===== src/rtl/olink_pkg.sv =====
// Shared link constants for the olink transmit framer and its receive-side counterpart.
package olink_pkg;

    localparam logic [7:0]  K_COMMA    = 8'hBC;
    localparam logic [7:0]  K_IDLE     = 8'hF7;
    localparam logic [7:0]  K_PAD      = 8'h1C;
    localparam logic [7:0]  D_COMMA_HI = 8'h50;

    localparam logic [31:0] IDLE_WORD  = {K_IDLE, K_IDLE, K_IDLE, K_IDLE};
    localparam logic [3:0]  IDLE_K     = 4'b1111;
    // Comma sits in the low half so the far end realigns on the k==01 half-word.
    localparam logic [31:0] COMMA_WORD = {K_IDLE, K_IDLE, D_COMMA_HI, K_COMMA};
    localparam logic [3:0]  COMMA_K    = 4'b1101;

    typedef enum logic {
        PH_LO = 1'b0,
        PH_HI = 1'b1
    } ph_e;

    typedef enum logic [1:0] {
        SLOT_IDLE  = 2'd0,
        SLOT_COMMA = 2'd1,
        SLOT_DATA  = 2'd2,
        SLOT_BADK  = 2'd3
    } slot_kind_e;

    function automatic logic k_pattern_legal(input logic [3:0] k);
        return (k == 4'b0000) || (k == 4'b1111);
    endfunction

    function automatic logic is_k_char(input logic [7:0] b);
        return (b == K_COMMA) || (b == K_IDLE) || (b == K_PAD);
    endfunction

endpackage


===== src/rtl/olink_tx_framer.sv =====
// Transmit framer: serialises 32-bit user words as two 16-bit half-words with
// periodic commas, idle fill, and sent/rejected word counters.
module olink_tx_framer
    import olink_pkg::*;
#(
    parameter int unsigned COMMA_INTERVAL = 256
) (
    input  logic        clk_link,
    input  logic        reset_n,
    input  logic [31:0] tx_word,
    input  logic [3:0]  tx_word_k,
    input  logic        tx_valid,
    output logic        tx_ready,
    input  logic        force_align,
    input  logic        counter_reset,
    output logic [15:0] tx_d,
    output logic [1:0]  tx_k,
    output logic [31:0] words_sent,
    output logic [15:0] bad_k_count
);

    localparam logic [15:0] SLOT_LAST = 16'(COMMA_INTERVAL - 32'd1);

    ph_e         ph_q, ph_d;
    logic [15:0] slot_q, slot_d;
    logic        rdy_q, rdy_d;
    logic [15:0] hi_word_q, hi_word_d;
    logic [1:0]  hi_k_q, hi_k_d;
    logic [15:0] tx_d_q, tx_d_d;
    logic [1:0]  tx_k_q, tx_k_d;
    logic [31:0] ws_q, ws_d, ws_inc_s;
    logic [15:0] bad_k_q, bad_k_d, bad_k_inc_s;

    slot_kind_e  kind_s;
    logic [31:0] sel_word_s;
    logic [3:0]  sel_k_s;
    logic        comma_due_s;

    assign comma_due_s = (slot_q == 16'd0) || force_align;

    // Slot content selection: comma beats data, data beats idle.
    always_comb begin
        kind_s     = SLOT_IDLE;
        sel_word_s = IDLE_WORD;
        sel_k_s    = IDLE_K;
        if (comma_due_s) begin
            kind_s     = SLOT_COMMA;
            sel_word_s = COMMA_WORD;
            sel_k_s    = COMMA_K;
        end else if (tx_valid) begin
            if (k_pattern_legal(tx_word_k)) begin
                kind_s     = SLOT_DATA;
                sel_word_s = tx_word;
                sel_k_s    = tx_word_k;
            end else begin
                kind_s     = SLOT_BADK;
                sel_word_s = IDLE_WORD;
                sel_k_s    = IDLE_K;
            end
        end else begin
            kind_s     = SLOT_IDLE;
            sel_word_s = IDLE_WORD;
            sel_k_s    = IDLE_K;
        end
    end

    // Next-state for phase, slot counter, half-word pipeline and counters.
    always_comb begin
        ph_d        = (ph_q == PH_LO) ? PH_HI : PH_LO;
        slot_d      = slot_q;
        hi_word_d   = hi_word_q;
        hi_k_d      = hi_k_q;
        tx_d_d      = tx_d_q;
        tx_k_d      = tx_k_q;
        ws_inc_s    = ws_q;
        bad_k_inc_s = bad_k_q;
        // Ready is only ever high in the low-half cycle of a non-comma slot.
        rdy_d       = (ph_q == PH_HI) && (slot_q != 16'd0);
        case (ph_q)
            PH_LO: begin
                slot_d    = (slot_q >= SLOT_LAST) ? 16'd0 : slot_q + 16'd1;
                tx_d_d    = sel_word_s[15:0];
                tx_k_d    = sel_k_s[1:0];
                hi_word_d = sel_word_s[31:16];
                hi_k_d    = sel_k_s[3:2];
                if (kind_s == SLOT_DATA) begin
                    ws_inc_s = ws_q + 32'd1;
                end else if ((kind_s == SLOT_BADK) && (bad_k_q != 16'hFFFF)) begin
                    bad_k_inc_s = bad_k_q + 16'd1;
                end else begin
                    ws_inc_s    = ws_q;
                    bad_k_inc_s = bad_k_q;
                end
            end
            PH_HI: begin
                tx_d_d = hi_word_q;
                tx_k_d = hi_k_q;
            end
            default: begin
                tx_d_d = IDLE_WORD[15:0];
                tx_k_d = IDLE_K[1:0];
            end
        endcase
        ws_d    = counter_reset ? 32'd0 : ws_inc_s;
        bad_k_d = counter_reset ? 16'd0 : bad_k_inc_s;
    end

    // Framer state and registered outputs; reset abandons any slot in flight.
    always_ff @(posedge clk_link or negedge reset_n) begin
        if (!reset_n) begin
            ph_q      <= PH_LO;
            slot_q    <= 16'd0;
            rdy_q     <= 1'b0;
            hi_word_q <= IDLE_WORD[31:16];
            hi_k_q    <= IDLE_K[3:2];
            tx_d_q    <= IDLE_WORD[15:0];
            tx_k_q    <= IDLE_K[1:0];
            ws_q      <= 32'd0;
            bad_k_q   <= 16'd0;
        end else begin
            ph_q      <= ph_d;
            slot_q    <= slot_d;
            rdy_q     <= rdy_d;
            hi_word_q <= hi_word_d;
            hi_k_q    <= hi_k_d;
            tx_d_q    <= tx_d_d;
            tx_k_q    <= tx_k_d;
            ws_q      <= ws_d;
            bad_k_q   <= bad_k_d;
        end
    end

    assign tx_ready    = rdy_q & ~force_align;
    assign tx_d        = tx_d_q;
    assign tx_k        = tx_k_q;
    assign words_sent  = ws_q;
    assign bad_k_count = bad_k_q;

endmodule


===== config.mk =====
export PLATFORM = sky130hd
export DESIGN_NAME = olink_tx_framer
export DESIGN_NICKNAME = d
export VERILOG_FILES = /design/src/rtl/olink_pkg.sv /design/src/rtl/olink_tx_framer.sv
export SDC_FILE = /design/constraint.sdc
export NUM_CORES = 1
export LEC_CHECK = 0
export CORE_ASPECT_RATIO = 0.9
export CORE_MARGIN = 4
export CORE_UTILIZATION = 40
export CTS_CLUSTER_SIZE = 8
export DETAILED_ROUTE_END_ITERATION = 12
export PLACE_DENSITY = 0.68
export SLEW_MARGIN = 5
export SYNTH_ARGS = -nofsm -noshare
export SYNTH_HDL_FRONTEND = slang
export SYNTH_SLANG_ARGS = --single-unit

===== constraint.sdc =====
create_clock -name clk_link -period 2.3 [get_ports clk_link]
set_input_delay 0.46 -clock clk_link [delete_from_list [all_inputs] [get_ports clk_link]]
set_output_delay 0.46 -clock clk_link [all_outputs]
set_load 0.02 [all_outputs]

=== Word-level counts from Yosys, hierarchy flattened ===
Cells that the tools add are included.

* Add/sub/neg operators: 3
* $mul: 0
* Div/mod/pow operators: 0
* Magnitude comparators: 1
* Equality and inequality tests: 6
* Shift-type cells: 0
* Muxes and demuxes: 20
* Bitwise gates (word level): 3
* Reductions and logical operators: 11

{| class="wikitable"
|+ Operators by type and width
! cell !! number
|-
| $mux W32 || 6
|-
| $mux W16 || 5
|-
| $add A16 B1 Y16 const B || 2
|-
| $add A32 B1 Y32 const B || 1
|-
| $pmux W16 S2 || 1
|-
| $ge A16 B8 Y1 const B || 1
|-
| $logic_not A16 Y1 || 1
|-
| $ne A16 B16 Y1 const B || 1
|-
| $reduce_bool A16 Y1 || 1
|-
| $mux W4 || 3
|-
| $eq A2 B2 Y1 const B || 2
|-
| $eq A4 B4 Y1 const B || 1
|-
| $logic_not A4 Y1 || 1
|-
| $mux W2 || 2
|-
| $ne A2 B2 Y1 const B || 2
|-
| $pmux W2 S2 || 1
|-
| $reduce_bool A2 Y1 || 2
|-
| $reduce_and A3 Y1 || 1
|-
| $logic_and A1 B1 Y1 || 2
|-
| $logic_or A1 B1 Y1 || 2
|-
| $mux W1 || 2
|-
| $not A1 Y1 || 2
|-
| $reduce_and A2 Y1 || 1
|-
| $and A1 B1 Y1 || 1
|}

* Register bits: 102
* Latch bits: 0
* Bits in writable memories: 0
* ROM bits: 0
* Input bits: 41
* Output and inout port bits: 67
* Word-level logic and storage cells: 53
* Memories kept: 0

=== Depth between registers and ports, before layout ===
* Depth in word-level cells: 11
* Depth in mapped cells: 9

=== Least setup slack after synthesis ===
Ideal clock, no wire load.

* Path kind: reg2reg
* From: reg slot_q[0]
* To: reg ws_q[10] (netlist: words_sent[10])
* Setup time: 0.125 ns
* Data arrival time: 2.251 ns
* Slack: -0.077 ns
* Stages on the path, launching flop included: 9
* Path buffers: 1
* Period minus slack after synthesis: 2.377 ns
* Cell sequence: dfrtp_1 > inv_1 > ha_1 > or4b_4 > or4_4 > and3_1 > buf_6 > nor2b_4 > mux2_4

* Word-level cells in the longest chain between the ends: 6

{| class="wikitable"
|+ Ends and longest elaborated chain
! element !! RTL line !! source
|-
| from (decl) || olink_tx_framer.sv:25 || <nowiki>logic [15:0] slot_q, slot_d;</nowiki>
|-
| from (signal assigned) || olink_tx_framer.sv:122 || <nowiki>slot_q <= slot_d;</nowiki>
|-
| $logic_not A16 Y1 || olink_tx_framer.sv:39 || <nowiki>assign comma_due_s = (slot_q == 16'd0) || force_align;</nowiki>
|-
| $logic_or A1 B1 Y1 || olink_tx_framer.sv:39 ||
|-
| $mux W2 || olink_tx_framer.sv:46 || <nowiki>if (comma_due_s) begin</nowiki>
|-
| $eq A2 B2 Y1 || olink_tx_framer.sv:86 || <nowiki>if (kind_s == SLOT_DATA) begin</nowiki>
|-
| $reduce_bool A2 Y1 (no source line) || -- ||
|-
| $reduce_and A2 Y1 (no source line) || -- ||
|-
| to (signal assigned) || olink_tx_framer.sv:128 || <nowiki>ws_q <= ws_d;</nowiki>
|-
| to (decl) || olink_tx_framer.sv:31 || <nowiki>logic [31:0] ws_q, ws_d, ws_inc_s;</nowiki>
|}

Every way passes these cells.
A chain may end at the register's enable or synchronous reset.

=== Worst setup path in the final report ===
* From: reg slot_q[1]
* To: reg ws_q[29] (netlist: words_sent[29])

Same word-level chain as after synthesis.

==> qor.txt <==
Hold Path Class: register to register
Finished Core Util: 60.9%
Post-Synth XOR/XNOR Area: 3.34%
Final slew viol count: 0
Remaining Overflow, GRT: 0
Core box area: 0.0121 sq mm
Vias in the first global route: 4406
Hold path startpoint: hi_word_q[9]$_DFFE_PN1N_
Upper clock frequency limit: 0.403 GHz
Critical-path cell list: inv_2 -> ha_4 -> or4b_4 -> or4_4 -> buf_6 -> a21oi_4 -> buf_4 -> or4_1 -> a21oi_2
Peak VDD IR: 0.349 mV
Fill count: 1003
Reg2reg setup slack: -0.18 ns
CTS clk-pin slew, worst paths: 0.07 ns
Die area: 0.0143 sq mm
H-tree lvl count: 3
Nets: 734
Synth-to-Final Area Change: 48.0%
Top-area cell type share of the netlist area: 35.1%
Largest cells by area after synthesis: dfrtp_1, dfstp_2, nor2_1
DIE WIDTH: 126 um
Crit Reg-Reg Startpoint: slot_q[1]$_DFFE_PN0N_
Residual DRC count: 0
Dominant cell type by area after synthesis: dfrtp_1
Hold path cells: 2
Violated checks: setup timing
Detailed Route Iter0 Violations: 287
Post-synth cell types: 49
Cell with the most instances after synthesis: dfrtp_1
Tcrit/Tclk final: 108%
Gate Count Post-Synth: 506
Synthesized area per cell: 9.85 sq um
Worst Setup EP: words_sent[29]$_DFFE_PN0P_
Layout cell share with drive strength beyond 1: 24.6%
Post-synth EDFFs: 0
Final WL: 13700 um
Reg2Reg Depth: 9
CP Launch Type: register
Synthesis Warnings: 0
Number of synthesized register bits: 102
Fin cells: 854
TritonCTS Buffers: 9
Setup-failing EPs final: 41
Final ANT Viol Nets: 0
Placer Congestion: 0.865
Port Buffers: 107
Setup crit end kind: register
Crit. Startpoint: slot_q[1]$_DFFE_PN0N_
Initial Utilization: 41.1%
Slowest-stage cell, CP: or4_4
Dpl cells: 819
CTS Buffer Depth: 2
Ports: 108
Hold Vio Cnt, Final: 0
Synthesized net count: 551
Setup Crit Path Kind: register to register
Crit-path max FO: 6
Post-synthesis async set-or-reset flop share: 100%
First drt pass iteration count: 5
Reg2reg end: words_sent[29]$_DFFE_PN0P_
Detailed-route via count: 4601
Relative slew slack: 62.0%
Routed vias/inst: 5.39
Sink Count: 102
Antenna Cells: 0
Synth Area in Compound Gates: 15.2%
CTS tree: done
Pwr dens: 482 mW/mm^2
WP data required: 2.53 ns
Total track usage: 18.5%
Top_reg_cell synth: dfrtp_1
RSZ-0062 raised after global routing: true
Synth cell count leaders: dfrtp_1, nor2_1, nand2_1
Synthesized cell area: 0.00498 sq mm
Initial antenna violation count: 0
CTS Root Buffer Type: clkbuf_16
Mux cell area share after synthesis: 0.527%
Seq/Total Area, Yosys: 52.0%
First-pass GRT wire length: 21700 um
Cell leakage power: 2.97 nW
Die height: 114 um
Final Critical Period: 2.48 ns
Layout Skew: 0.00763 ns
Clk Latency, worst-skew pair: 0.34 ns
DR WL/cell: 16.1 um
Slew @ Worst Pin: 0.566 ns
Synth Area in Simple Gates: 24.7%
Status: finished with violations
Largest net degree at the start of global routing: 52
Max Cap Viol: 0
HPWL Detailed: 9600 um
Slowest stage delay, CP: 0.59 ns
Row count: 38
Largest family of logic cells by synthesized area: simple AND/OR/NAND/NOR gates
Post-synthesis adder-cell area fraction: 1.00%
Min setup slack post-route: -0.180 ns
Critical path arrival: 2.71 ns
Worst slack, placed: -0.380 ns
## flip-flops by register name, summed over array words and instances, names as in the netlist
signal and flops:
ph_q 1, tx_k 2, bad_k_count 16, slot_q 16
rdy_q 1, words_sent 32, tx_d 16, hi_word_q 16
hi_k_q 2
## logic make-up after synthesis
logic type	after synthesis
muxes	2
AOI/OAI and AO/OA	116
adders and majority gates	4
buffers and inverters	36
xor gates and xnor gates	19
DFF	102
and+or+nand+nor	227
## power breakdown
part	internal (mW)	leakage (nW)	switching [mW]
Clock	0.833	0.148	0.665
Combinational	0.119	1.52	0.111
Sequential	1.82	1.29	0.00612
Total	2.77	2.97	0.783
## layout make-up
class | instances | area [sq um] | area share (%)
Inverter | 15 | 56.3 | 0.763
Tap cell | 160 | 200 | 2.71
Sequential cell | 102 | 2590 | 35.1
Timing Repair Buffer | 193 | 1830 | 24.8
Clock inverter | 4 | 28.8 | 0.390
Clock buffer | 12 | 268 | 3.63
Multi-Input combinational cell | 368 | 2400 | 32.6
## layer usage
metal  share of wire [%]  vias up  track usage, %
met4                 2.0        0            4.91
met5                   0        -               0
met2                  48      139            30.2
li1                    -     2221               -
met1                  45     2225            25.6
met3                 5.0       16            3.65
## how the worst min path moves through the flow
stage / endpoint
floorplan: bad_k_count[0]$_DFFE_PN0P_
global placement: words_sent[28]$_DFFE_PN0P_
detailed placement: words_sent[28]$_DFFE_PN0P_
CTS: tx_d[1]$_DFF_PN1_
global route: tx_d[9]$_DFF_PN1_
finish: tx_d[9]$_DFF_PN1_
## repair_timing
action | 4_1_cts | 5_1_grt
hold endpoints to repair | 17 | 0
hold buffers | 1 | 0
gates resized for setup | 12 | 48
cloned | 0 | 1
setup endpoints to repair | 23 | 42
pin swaps | 5 | 31
buffers inserted | 5 | 12
## metrics by stage
step	instance area [sq um]	power (mW)	TNS (ns)	hold WS (ns)
floorplan	4990	1.91	-0.0724	0.164
global placement	6690	2.08	-9.98	0.355
detailed placement	6690	2.08	-12.38	0.363
CTS	7070	3.60	-1.53	0.483
global route	7380	3.69	-5.66	0.495
finish	7380	3.55	-2.97	0.479
## worst max-delay path: cells and delay by family, from the launching register on
kind	cells	cell delay (ns)
flops	1	0.40
simple gates	3	1.17
compound gates	2	0.28
fa+ha+maj	1	0.12
buf+inv	3	0.39
## layout by cell type, fill, tap and decap left out, types with 3 or more instances in the layout
cell,count
a21o_1,3
a21oi_1,31
a31oi_1,5
and2_1,4
and3_1,6
and4_1,6
buf_12,4
buf_4,69
buf_6,11
clkbuf_16,11
clkdlybuf4s50_1,104
dfrtp_1,70
dfstp_2,32
ha_1,3
inv_1,13
nand2_1,39
nand2b_1,6
nand3_1,20
nand4_1,19
nor2_1,53
nor2b_1,6
nor3_1,12
nor4_1,11
nor4b_1,3
o21a_1,12
o21ai_0,13
o21ai_1,6
o21ai_2,5
o22a_1,8
o31ai_1,17
o41ai_1,4
or3_1,15
or4_1,9
or4_4,6
xnor2_1,10
xor2_1,5
(Power assumes the default switching activity.)
